`config.mk`:
```
export PLATFORM = sky130hd
export DESIGN_NAME = mem_port_arbiter_flat
export DESIGN_NICKNAME = d
export VERILOG_FILES = /design/src/rtl/mem_port_arbiter_if.sv /design/src/rtl/mem_port_arbiter.sv /design/src/flat_wrapper.sv
export SDC_FILE = /design/constraint.sdc
export NUM_CORES = 1
export LEC_CHECK = 0
export BUFFER_PORTS_ARGS = -buffer_cell sky130_fd_sc_hd__buf_2
export CAP_MARGIN = 20
export CORE_AREA = 2 2 105 107
export DETAILED_ROUTE_END_ITERATION = 10
export DIE_AREA = 0 0 107 109
export PLACE_DENSITY_LB_ADDON = 0.25
export SLEW_MARGIN = 5
export SYNTH_ARGS = -nofsm -noshare
export SYNTH_HDL_FRONTEND = slang
export SYNTH_SLANG_ARGS = --single-unit
```
`constraint.sdc`:
```
create_clock -name clk -period 1.2 [get_ports clk]
set_input_delay 0.24 -clock clk [delete_from_list [all_inputs] [get_ports clk]]
set_output_delay 0.24 -clock clk [all_outputs]
set_load 0.01 [all_outputs]
```
`src/rtl/mem_port_arbiter_if.sv`:
```
// Bundle of CPU-side and SRAM-side signals around the shared memory port.
// "slave" is the arbiter's view; "master" is the surrounding CPU/SRAM view.
interface mem_port_arbiter_if #(
  parameter int ADDR_W = 32,
  parameter int DATA_W = 32
);
  logic                  im_req;
  logic [ADDR_W-1:0]     im_addr;
  logic                  im_gnt;
  logic                  im_rvalid;
  logic [DATA_W-1:0]     im_rdata;

  logic                  dm_req;
  logic [ADDR_W-1:0]     dm_addr;
  logic [DATA_W/8-1:0]   dm_web;
  logic [DATA_W-1:0]     dm_wdata;
  logic                  dm_gnt;
  logic                  dm_rvalid;
  logic [DATA_W-1:0]     dm_rdata;

  logic                  sram_cs;
  logic [ADDR_W-1:0]     sram_addr;
  logic [DATA_W/8-1:0]   sram_web;
  logic [DATA_W-1:0]     sram_wdata;
  logic [DATA_W-1:0]     sram_rdata;

  modport slave (
    input  im_req, im_addr, dm_req, dm_addr, dm_web, dm_wdata, sram_rdata,
    output im_gnt, im_rvalid, im_rdata, dm_gnt, dm_rvalid, dm_rdata,
           sram_cs, sram_addr, sram_web, sram_wdata
  );

  modport master (
    output im_req, im_addr, dm_req, dm_addr, dm_web, dm_wdata, sram_rdata,
    input  im_gnt, im_rvalid, im_rdata, dm_gnt, dm_rvalid, dm_rdata,
           sram_cs, sram_addr, sram_web, sram_wdata
  );
endinterface

```
`src/rtl/mem_port_arbiter.sv`:
```
// Arbiter sharing one single-port SRAM between instruction fetch (IM) and
// load/store (DM). DM has fixed priority; IM is promoted for one grant after
// STARVE_LIMIT consecutive denials. Read data returns one cycle after the
// grant, tagged to whichever requester issued the read.
module mem_port_arbiter #(
  parameter int ADDR_W       = 32,
  parameter int DATA_W       = 32,
  parameter int STARVE_LIMIT = 4
) (
  input  logic                clk,
  input  logic                rst,
  mem_port_arbiter_if.slave   bus
);

  localparam logic [3:0] StarveLimit = 4'(STARVE_LIMIT);
  localparam int         IdxIm       = 0;
  localparam int         IdxDm       = 1;

  logic [3:0] starve_cnt_q, starve_cnt_d;
  logic [1:0] rd_owner_q, rd_owner_d;
  logic       im_prio;
  logic       im_gnt;
  logic       dm_gnt;
  logic       dm_is_read;

  // Grant decision: DM wins unless IM is both requesting and promoted; reset blocks all grants.
  always_comb begin
    im_prio    = (starve_cnt_q >= StarveLimit);
    dm_is_read = (bus.dm_web == '0);
    dm_gnt     = 1'b0;
    im_gnt     = 1'b0;
    if (!rst) begin
      if (bus.dm_req && !(bus.im_req && im_prio)) begin
        dm_gnt = 1'b1;
      end else if (bus.im_req) begin
        im_gnt = 1'b1;
      end
    end
  end

  // Drive the SRAM from the granted requester; an idle port presents all zeros.
  always_comb begin
    bus.sram_cs    = im_gnt | dm_gnt;
    bus.sram_addr  = '0;
    bus.sram_web   = '0;
    bus.sram_wdata = '0;
    if (dm_gnt) begin
      bus.sram_addr  = bus.dm_addr;
      bus.sram_web   = bus.dm_web;
      bus.sram_wdata = bus.dm_wdata;
    end else if (im_gnt) begin
      bus.sram_addr  = bus.im_addr;
    end
  end

  // Next-state for read ownership and the saturating IM starvation counter.
  always_comb begin
    rd_owner_d = '0;
    rd_owner_d[IdxDm] = dm_gnt && dm_is_read;
    rd_owner_d[IdxIm] = im_gnt;
    if (im_gnt || !bus.im_req) begin
      starve_cnt_d = 4'd0;
    end else if (starve_cnt_q != 4'hF) begin
      starve_cnt_d = starve_cnt_q + 4'd1;
    end else begin
      starve_cnt_d = starve_cnt_q;
    end
  end

  // State registers with synchronous reset.
  always_ff @(posedge clk) begin
    if (rst) begin
      starve_cnt_q <= 4'd0;
      rd_owner_q   <= 2'b00;
    end else begin
      starve_cnt_q <= starve_cnt_d;
      rd_owner_q   <= rd_owner_d;
    end
  end

  // Return path: a read issued just before reset must not surface, so valids are masked by rst.
  always_comb begin
    bus.im_gnt    = im_gnt;
    bus.dm_gnt    = dm_gnt;
    bus.im_rvalid = rd_owner_q[IdxIm] && !rst;
    bus.dm_rvalid = rd_owner_q[IdxDm] && !rst;
    bus.im_rdata  = bus.im_rvalid ? bus.sram_rdata : '0;
    bus.dm_rdata  = bus.dm_rvalid ? bus.sram_rdata : '0;
  end

endmodule

```
`src/flat_wrapper.sv`:
```
// flat-port wrapper written by rule: the top's interface ports become plain ports
module mem_port_arbiter_flat 
#(
  parameter int ADDR_W       = 32,
  parameter int DATA_W       = 32,
  parameter int STARVE_LIMIT = 4
)
  (clk, rst, bus_im_req, bus_im_addr, bus_dm_req, bus_dm_addr, bus_dm_web, bus_dm_wdata, bus_sram_rdata, bus_im_gnt, bus_im_rvalid, bus_im_rdata, bus_dm_gnt, bus_dm_rvalid, bus_dm_rdata, bus_sram_cs, bus_sram_addr, bus_sram_web, bus_sram_wdata);
  mem_port_arbiter_if #(.ADDR_W(ADDR_W), .DATA_W(DATA_W)) bus_i ();
  input  logic clk;
  input  logic rst;
  input wire logic [$bits(bus_i.im_req)-1:0] bus_im_req;
  input wire logic [$bits(bus_i.im_addr)-1:0] bus_im_addr;
  input wire logic [$bits(bus_i.dm_req)-1:0] bus_dm_req;
  input wire logic [$bits(bus_i.dm_addr)-1:0] bus_dm_addr;
  input wire logic [$bits(bus_i.dm_web)-1:0] bus_dm_web;
  input wire logic [$bits(bus_i.dm_wdata)-1:0] bus_dm_wdata;
  input wire logic [$bits(bus_i.sram_rdata)-1:0] bus_sram_rdata;
  output wire logic [$bits(bus_i.im_gnt)-1:0] bus_im_gnt;
  output wire logic [$bits(bus_i.im_rvalid)-1:0] bus_im_rvalid;
  output wire logic [$bits(bus_i.im_rdata)-1:0] bus_im_rdata;
  output wire logic [$bits(bus_i.dm_gnt)-1:0] bus_dm_gnt;
  output wire logic [$bits(bus_i.dm_rvalid)-1:0] bus_dm_rvalid;
  output wire logic [$bits(bus_i.dm_rdata)-1:0] bus_dm_rdata;
  output wire logic [$bits(bus_i.sram_cs)-1:0] bus_sram_cs;
  output wire logic [$bits(bus_i.sram_addr)-1:0] bus_sram_addr;
  output wire logic [$bits(bus_i.sram_web)-1:0] bus_sram_web;
  output wire logic [$bits(bus_i.sram_wdata)-1:0] bus_sram_wdata;
  assign bus_i.im_req = bus_im_req;
  assign bus_i.im_addr = bus_im_addr;
  assign bus_i.dm_req = bus_dm_req;
  assign bus_i.dm_addr = bus_dm_addr;
  assign bus_i.dm_web = bus_dm_web;
  assign bus_i.dm_wdata = bus_dm_wdata;
  assign bus_i.sram_rdata = bus_sram_rdata;
  assign bus_im_gnt = bus_i.im_gnt;
  assign bus_im_rvalid = bus_i.im_rvalid;
  assign bus_im_rdata = bus_i.im_rdata;
  assign bus_dm_gnt = bus_i.dm_gnt;
  assign bus_dm_rvalid = bus_i.dm_rvalid;
  assign bus_dm_rdata = bus_i.dm_rdata;
  assign bus_sram_cs = bus_i.sram_cs;
  assign bus_sram_addr = bus_i.sram_addr;
  assign bus_sram_web = bus_i.sram_web;
  assign bus_sram_wdata = bus_i.sram_wdata;
  mem_port_arbiter #(.ADDR_W(ADDR_W), .DATA_W(DATA_W), .STARVE_LIMIT(STARVE_LIMIT)) u_core (.clk(clk), .rst(rst), .bus(bus_i));
endmodule
```
==> Yosys cells after proc, flatten, opt, wreduce, memory -nomap -nowiden <==
Index checks and enable logic that the tools add are counted.
Widths: inputs -> output; s select.
{ "totals": {"reg_bits": 6, "input_bits": 136, "word_cells": 28} }
{ "op_classes": {"addsub": 1, "magnitude_cmp": 1, "eq_ne": 1, "muxes": 11, "n_bitwise": 1, "n_reduce_logical": 11} }
{ "op_table": {"columns": ["operator", "count"], "rows": [
  ["$mux 32", 5],
  ["$logic_and 1x1->1", 5],
  ["$mux 1", 5],
  ["$add 4x1->4 const B", 1],
  ["$ge 4x3->1 const B", 1],
  ["$logic_not 4->1", 1],
  ["$mux 4", 1],
  ["$ne 4x4->1 const B", 1],
  ["$logic_not 1->1", 3],
  ["$reduce_or 2->1", 1],
  ["$logic_or 1x1->1", 1],
  ["$or 1x1->1", 1]
]} }

==> Depth between registers and ports, before layout <==
{ "logic_depth": {"word_depth": 8, "mapped_depth": 5, "ltp_nobuf": 3} }

==> Worst setup path before layout <==
OpenSTA, ideal clock, no wires.
{ "synth_timing": {"path_kind": "register to output", "from": "reg u_core.starve_cnt_q[3]", "to": "out bus_sram_addr[22]", "t_arrival_ns": 1.124, "required_ns": 0.960, "slack_ns": -0.164, "stages_incl_launch_ff": 6, "path_buffers": 2, "path_cell_list": "dfxtp_1 -> nor3b_4 -> nor2b_1 -> buf_6 -> buf_6 -> a22o_1"} }
{ "synth_via": {"elab_chain_cells": 8, "elab_cells_between_ends": 10, "classes_between": "order compare: 1; mux: 6; reduce/logical: 3"} }
{ "synth_lines": {"columns": ["item", "line_no", "text"], "rows": [
  ["start: declaration", "mem_port_arbiter.sv:19", "logic [3:0] starve_cnt_q, starve_cnt_d;"],
  ["start signal: assignment", "mem_port_arbiter.sv:76", "starve_cnt_q <= starve_cnt_d;"],
  ["$ge 4x3->1", "mem_port_arbiter.sv:28", "im_prio = (starve_cnt_q >= StarveLimit);"],
  ["$logic_and 1x1->1", "mem_port_arbiter.sv:33", "if (bus.dm_req && !(bus.im_req && im_prio)) begin"],
  ["$logic_not 1->1", "mem_port_arbiter.sv:33", null],
  ["$logic_and 1x1->1", "mem_port_arbiter.sv:33", null],
  ["$mux 1", "mem_port_arbiter.sv:33", null],
  ["$mux 1", "mem_port_arbiter.sv:32", "if (!rst) begin"],
  ["named net bus_im_gnt", "flat_wrapper.sv:19", "output wire logic [$bits(bus_i.im_gnt)-1:0] bus_im_gnt;"],
  ["$mux 32", "mem_port_arbiter.sv:51", "end else if (im_gnt) begin"],
  ["$mux 32", "mem_port_arbiter.sv:47", "if (dm_gnt) begin"],
  ["end: declaration", "flat_wrapper.sv:26", "output wire logic [$bits(bus_i.sram_addr)-1:0] bus_sram_addr;"]
]} }
The timed path passes the listed nets, and every way through them passes these cells.

==> Final worst setup path <==
{ "layout_timing": {"from": "reg u_core.starve_cnt_q[3]", "to": "out bus_sram_addr[18]"} }
{ "layout_via": {"elab_chain_cells": 8, "elab_cells_between_ends": 10, "classes_between": "order compare: 1; mux: 6; reduce/logical: 3"} }
{ "layout_lines": {"columns": ["item", "line_no"], "rows": [
  ["$ge 4x3->1 *", "mem_port_arbiter.sv:28"],
  ["$logic_and 1x1->1 *", "mem_port_arbiter.sv:33"],
  ["$logic_not 1->1 *", "mem_port_arbiter.sv:33"],
  ["$logic_and 1x1->1 *", "mem_port_arbiter.sv:33"],
  ["$mux 1", "mem_port_arbiter.sv:33"],
  ["$mux 1", "mem_port_arbiter.sv:32"],
  ["$mux 32", "mem_port_arbiter.sv:51"],
  ["$mux 32 *", "mem_port_arbiter.sv:47"]
]} }
Mark *: on every way between the ends. The rest lies on a longest branch, timed or not.

==> impl_metrics.env <==
export IMPL_end_kind="output pin"
export IMPL_power_leakage_nw=2.10
export IMPL_worstSetupEndpoint="bus_sram_addr[18]"
export IMPL_final_core_util_pct=33.9
export IMPL_diodes=0
export IMPL_path_clk_slew_ns=0.04
export IMPL_layout_drive_gt1_share_pct=78.1
export IMPL_dr_total_vias=2356
export IMPL_seq_area_sq_um=125
export IMPL_die_w_um=107
export IMPL_grt_pass1_vias=2226
export IMPL_finalSetupViolCount=137
export IMPL_rsz0062_at_grt="true"
export IMPL_fmax_ghz=0.580
export IMPL_tns_ns=-45.23
export IMPL_cts_tree="yes"
export IMPL_coreArea_sq_mm=0.0106
export IMPL_synth_top_family_by_area="simple AND/OR/NAND/NOR gates"
export IMPL_max_stage_delay_ns=0.34
export IMPL_start_util_pct=11.9
export IMPL_synth_nets=311
export IMPL_timing_rr_start="u_core.starve_cnt_q[3]"
export IMPL_cp_required_ns=0.96
export IMPL_synth_fa_ha_area_share_pct=0.993
export IMPL_overflow=0
export IMPL_gp_congestion=0.721
export IMPL_via_per_inst=3.98
export IMPL_fin_nets=591
export IMPL_syn_area_sq_mm=0.00126
export IMPL_powerDensity_mw_per_mm2=376
export IMPL_ctsRootBufferMaster="clkbuf_8"
export IMPL_critical_path_top_delay_family="buffers and inverters"
export IMPL_clk_latency_ns=0.22
export IMPL_design_area_sq_mm=0.00359
export IMPL_failed_checks="setup timing"
export IMPL_yosysUniqueCellTypes=19
export IMPL_syn_inst=174
export IMPL_yosysWarningCount=0
export IMPL_multi_input_area_sq_mm=0.00117
export IMPL_r2r_cells=5
export IMPL_hold_viol=0
export IMPL_htree_num_levels=1
export IMPL_cp_max_fo=8
export IMPL_grt_max_degree=36
export IMPL_slowest_stage="dfxtp_2"
export IMPL_area_delta_synth_final_pct=185
export IMPL_drt_iter0_markers=100
export IMPL_n_fill_cell=1105
export IMPL_final_period_utilization_pct=144
export IMPL_muxShareOfSynthArea_pct=0
export IMPL_crit_type="reg2out"
export IMPL_avgSynthCellArea_sq_um=7.24
export IMPL_ant_nets=0
export IMPL_cts_made_buffers=3
export IMPL_period_needed_ns=1.73
export IMPL_peakVddDrop_mv=0.217
export IMPL_dpl_instance_area_sq_mm=0.00279
export IMPL_fin_ws_ns=-0.525
export IMPL_dp_hpwl_um=5600
export IMPL_cts_buffer_depth=2
export IMPL_core_rowCount=38
export IMPL_yosysSeqAreaShare_pct=9.53
export IMPL_post_route_drc_count=0
export IMPL_fin_skew_ns=0.00151
export IMPL_hold_class="in2reg"
export IMPL_mostFrequentLayoutCell="buf_2"
export IMPL_cp_arrival_ns=1.49
export IMPL_synth_xor_area_share_pct=0
export IMPL_drv_cap=0
export IMPL_clock_sinks=6
export IMPL_worstPathCellList="o21ai_1 > and3b_2 > buf_12 > clkbuf_16 > a22o_1 > buf_2"
export IMPL_antenna_found_initial=0
export IMPL_dr_pass1_iters=4
export IMPL_rrSetupSlack_ns=-0.01
export IMPL_die_h_um=109
export IMPL_critical_path_startpoint="u_core.starve_cnt_q[3]"
export IMPL_cp_num_cells=6
export IMPL_dieArea_sq_mm=0.0117
export IMPL_portBuffers=272
export IMPL_track_usage_pct=12.0
export IMPL_wl_per_cell_um=14.0
export IMPL_synthSimpleGateAreaFrac_pct=57.8
export IMPL_io_pins=273
export IMPL_status="complete, but fails checks"
export IMPL_cp_num_buf_inv=3
export IMPL_mostFrequentLayoutCells="buf_2, and2_1, buf_6"
export IMPL_grt_pass1_wl_um=11000
export IMPL_cp_start_kind="register"
export IMPL_drt_wl_total_um=8290
export IMPL_ys_ff_latch=6
export IMPL_synth_compound_area_share_pct=22.6
export IMPL_p_total_mw=1.35
export IMPL_slew_violations=0
export IMPL_r2r_end="u_core.rd_owner_q[1]"
## report_power, final
part | total (mW) | internal, mW | switching (mW)
clock | 0.297 | 0.215 | 0.0817
sequential | 0.209 | 0.206 | 0.00295
combinational | 0.842 | 0.488 | 0.354
## per-layer routing
metal	part of all wire [%]	up-vias	track usage, %
met5	0	-	0
li1	-	1136	-
met4	2.3	0	2.69
met1	35	1032	12.7
met2	54	175	24.9
met3	9.1	13	1.55
## metrics by stage
step	std cells	setup slack [ns]	hold slack (ns)
2_1_floorplan	174	-0.138	0.396
4_1_cts	588	-0.532	0.322
6_report	592	-0.525	0.330
3_5_place_dp	575	-0.313	0.428
5_1_grt	592	-0.583	0.330
3_3_place_gp	575	-0.299	0.403
## how the worst min path moves through the flow
stage                            from                endpoint  slack, ns  cells past startpoint
3_5_place_dp   u_core.starve_cnt_q[0]  u_core.starve_cnt_q[0]       0.43                      1
4_1_cts                 bus_dm_web[3]    u_core.rd_owner_q[1]       0.32                      3
6_report                bus_dm_web[3]    u_core.rd_owner_q[1]       0.33                      3
3_3_place_gp   u_core.starve_cnt_q[0]  u_core.starve_cnt_q[0]       0.40                      1
5_1_grt                 bus_dm_web[3]    u_core.rd_owner_q[1]       0.33                      3
2_1_floorplan  u_core.starve_cnt_q[0]  u_core.starve_cnt_q[0]       0.40                      1
## synthesized netlist by cell type
master	instances	area share, %
nor2_1	3	0.89
nor3b_4	1	1.5
a22o_1	32	22
o21ai_0	1	0.40
nor2b_1	3	1.5
buf_2	7	2.8
ha_1	1	0.99
and2b_1	1	0.60
dfxtp_1	6	9.5
clkbuf_1	6	1.8
buf_4	1	0.60
buf_6	4	3.6
and3_1	2	0.99
nor4_1	1	0.50
and3b_1	1	0.70
nand2_1	1	0.30
nor2b_2	1	0.70
and2_1	101	50
conb_1	1	0.30
## area by class of cell
type / count / area share (%)
Clock buffer: 3 / 1.15
Tap cell: 140 / 4.88
Timing Repair Buffer: 293 / 58.0
Sequential cell: 6 / 3.49
Multi-Input combinational cell: 150 / 32.5
## state kept, by name (all words and copies together), names as in the netlist
signal / cells
u_core.starve_cnt_q: 4
u_core.rd_owner_q: 2
## kinds of logic after synthesis
logic type                 after synthesis
DFF                                      6
AOI/OAI and AO/OA                       33
other                                    1
adders and majority gates                1
buffers and inverters                   18
and+or+nand+nor                        115
## worst min-delay path: cells and delay by family
family / cells / cell delay [ns]
and+or+nand+nor: 2 / 0.19
buffers and inverters: 1 / 0.08
## repair_timing
item	4_1_cts	5_1_grt
gates cloned	8	3
endpoints found under the setup margin	137	137
buffers inserted	2	5
hold buffers	0	0
pin swaps	34	18
resized for setup	57	62
Power figures use the tool's default switching activity.
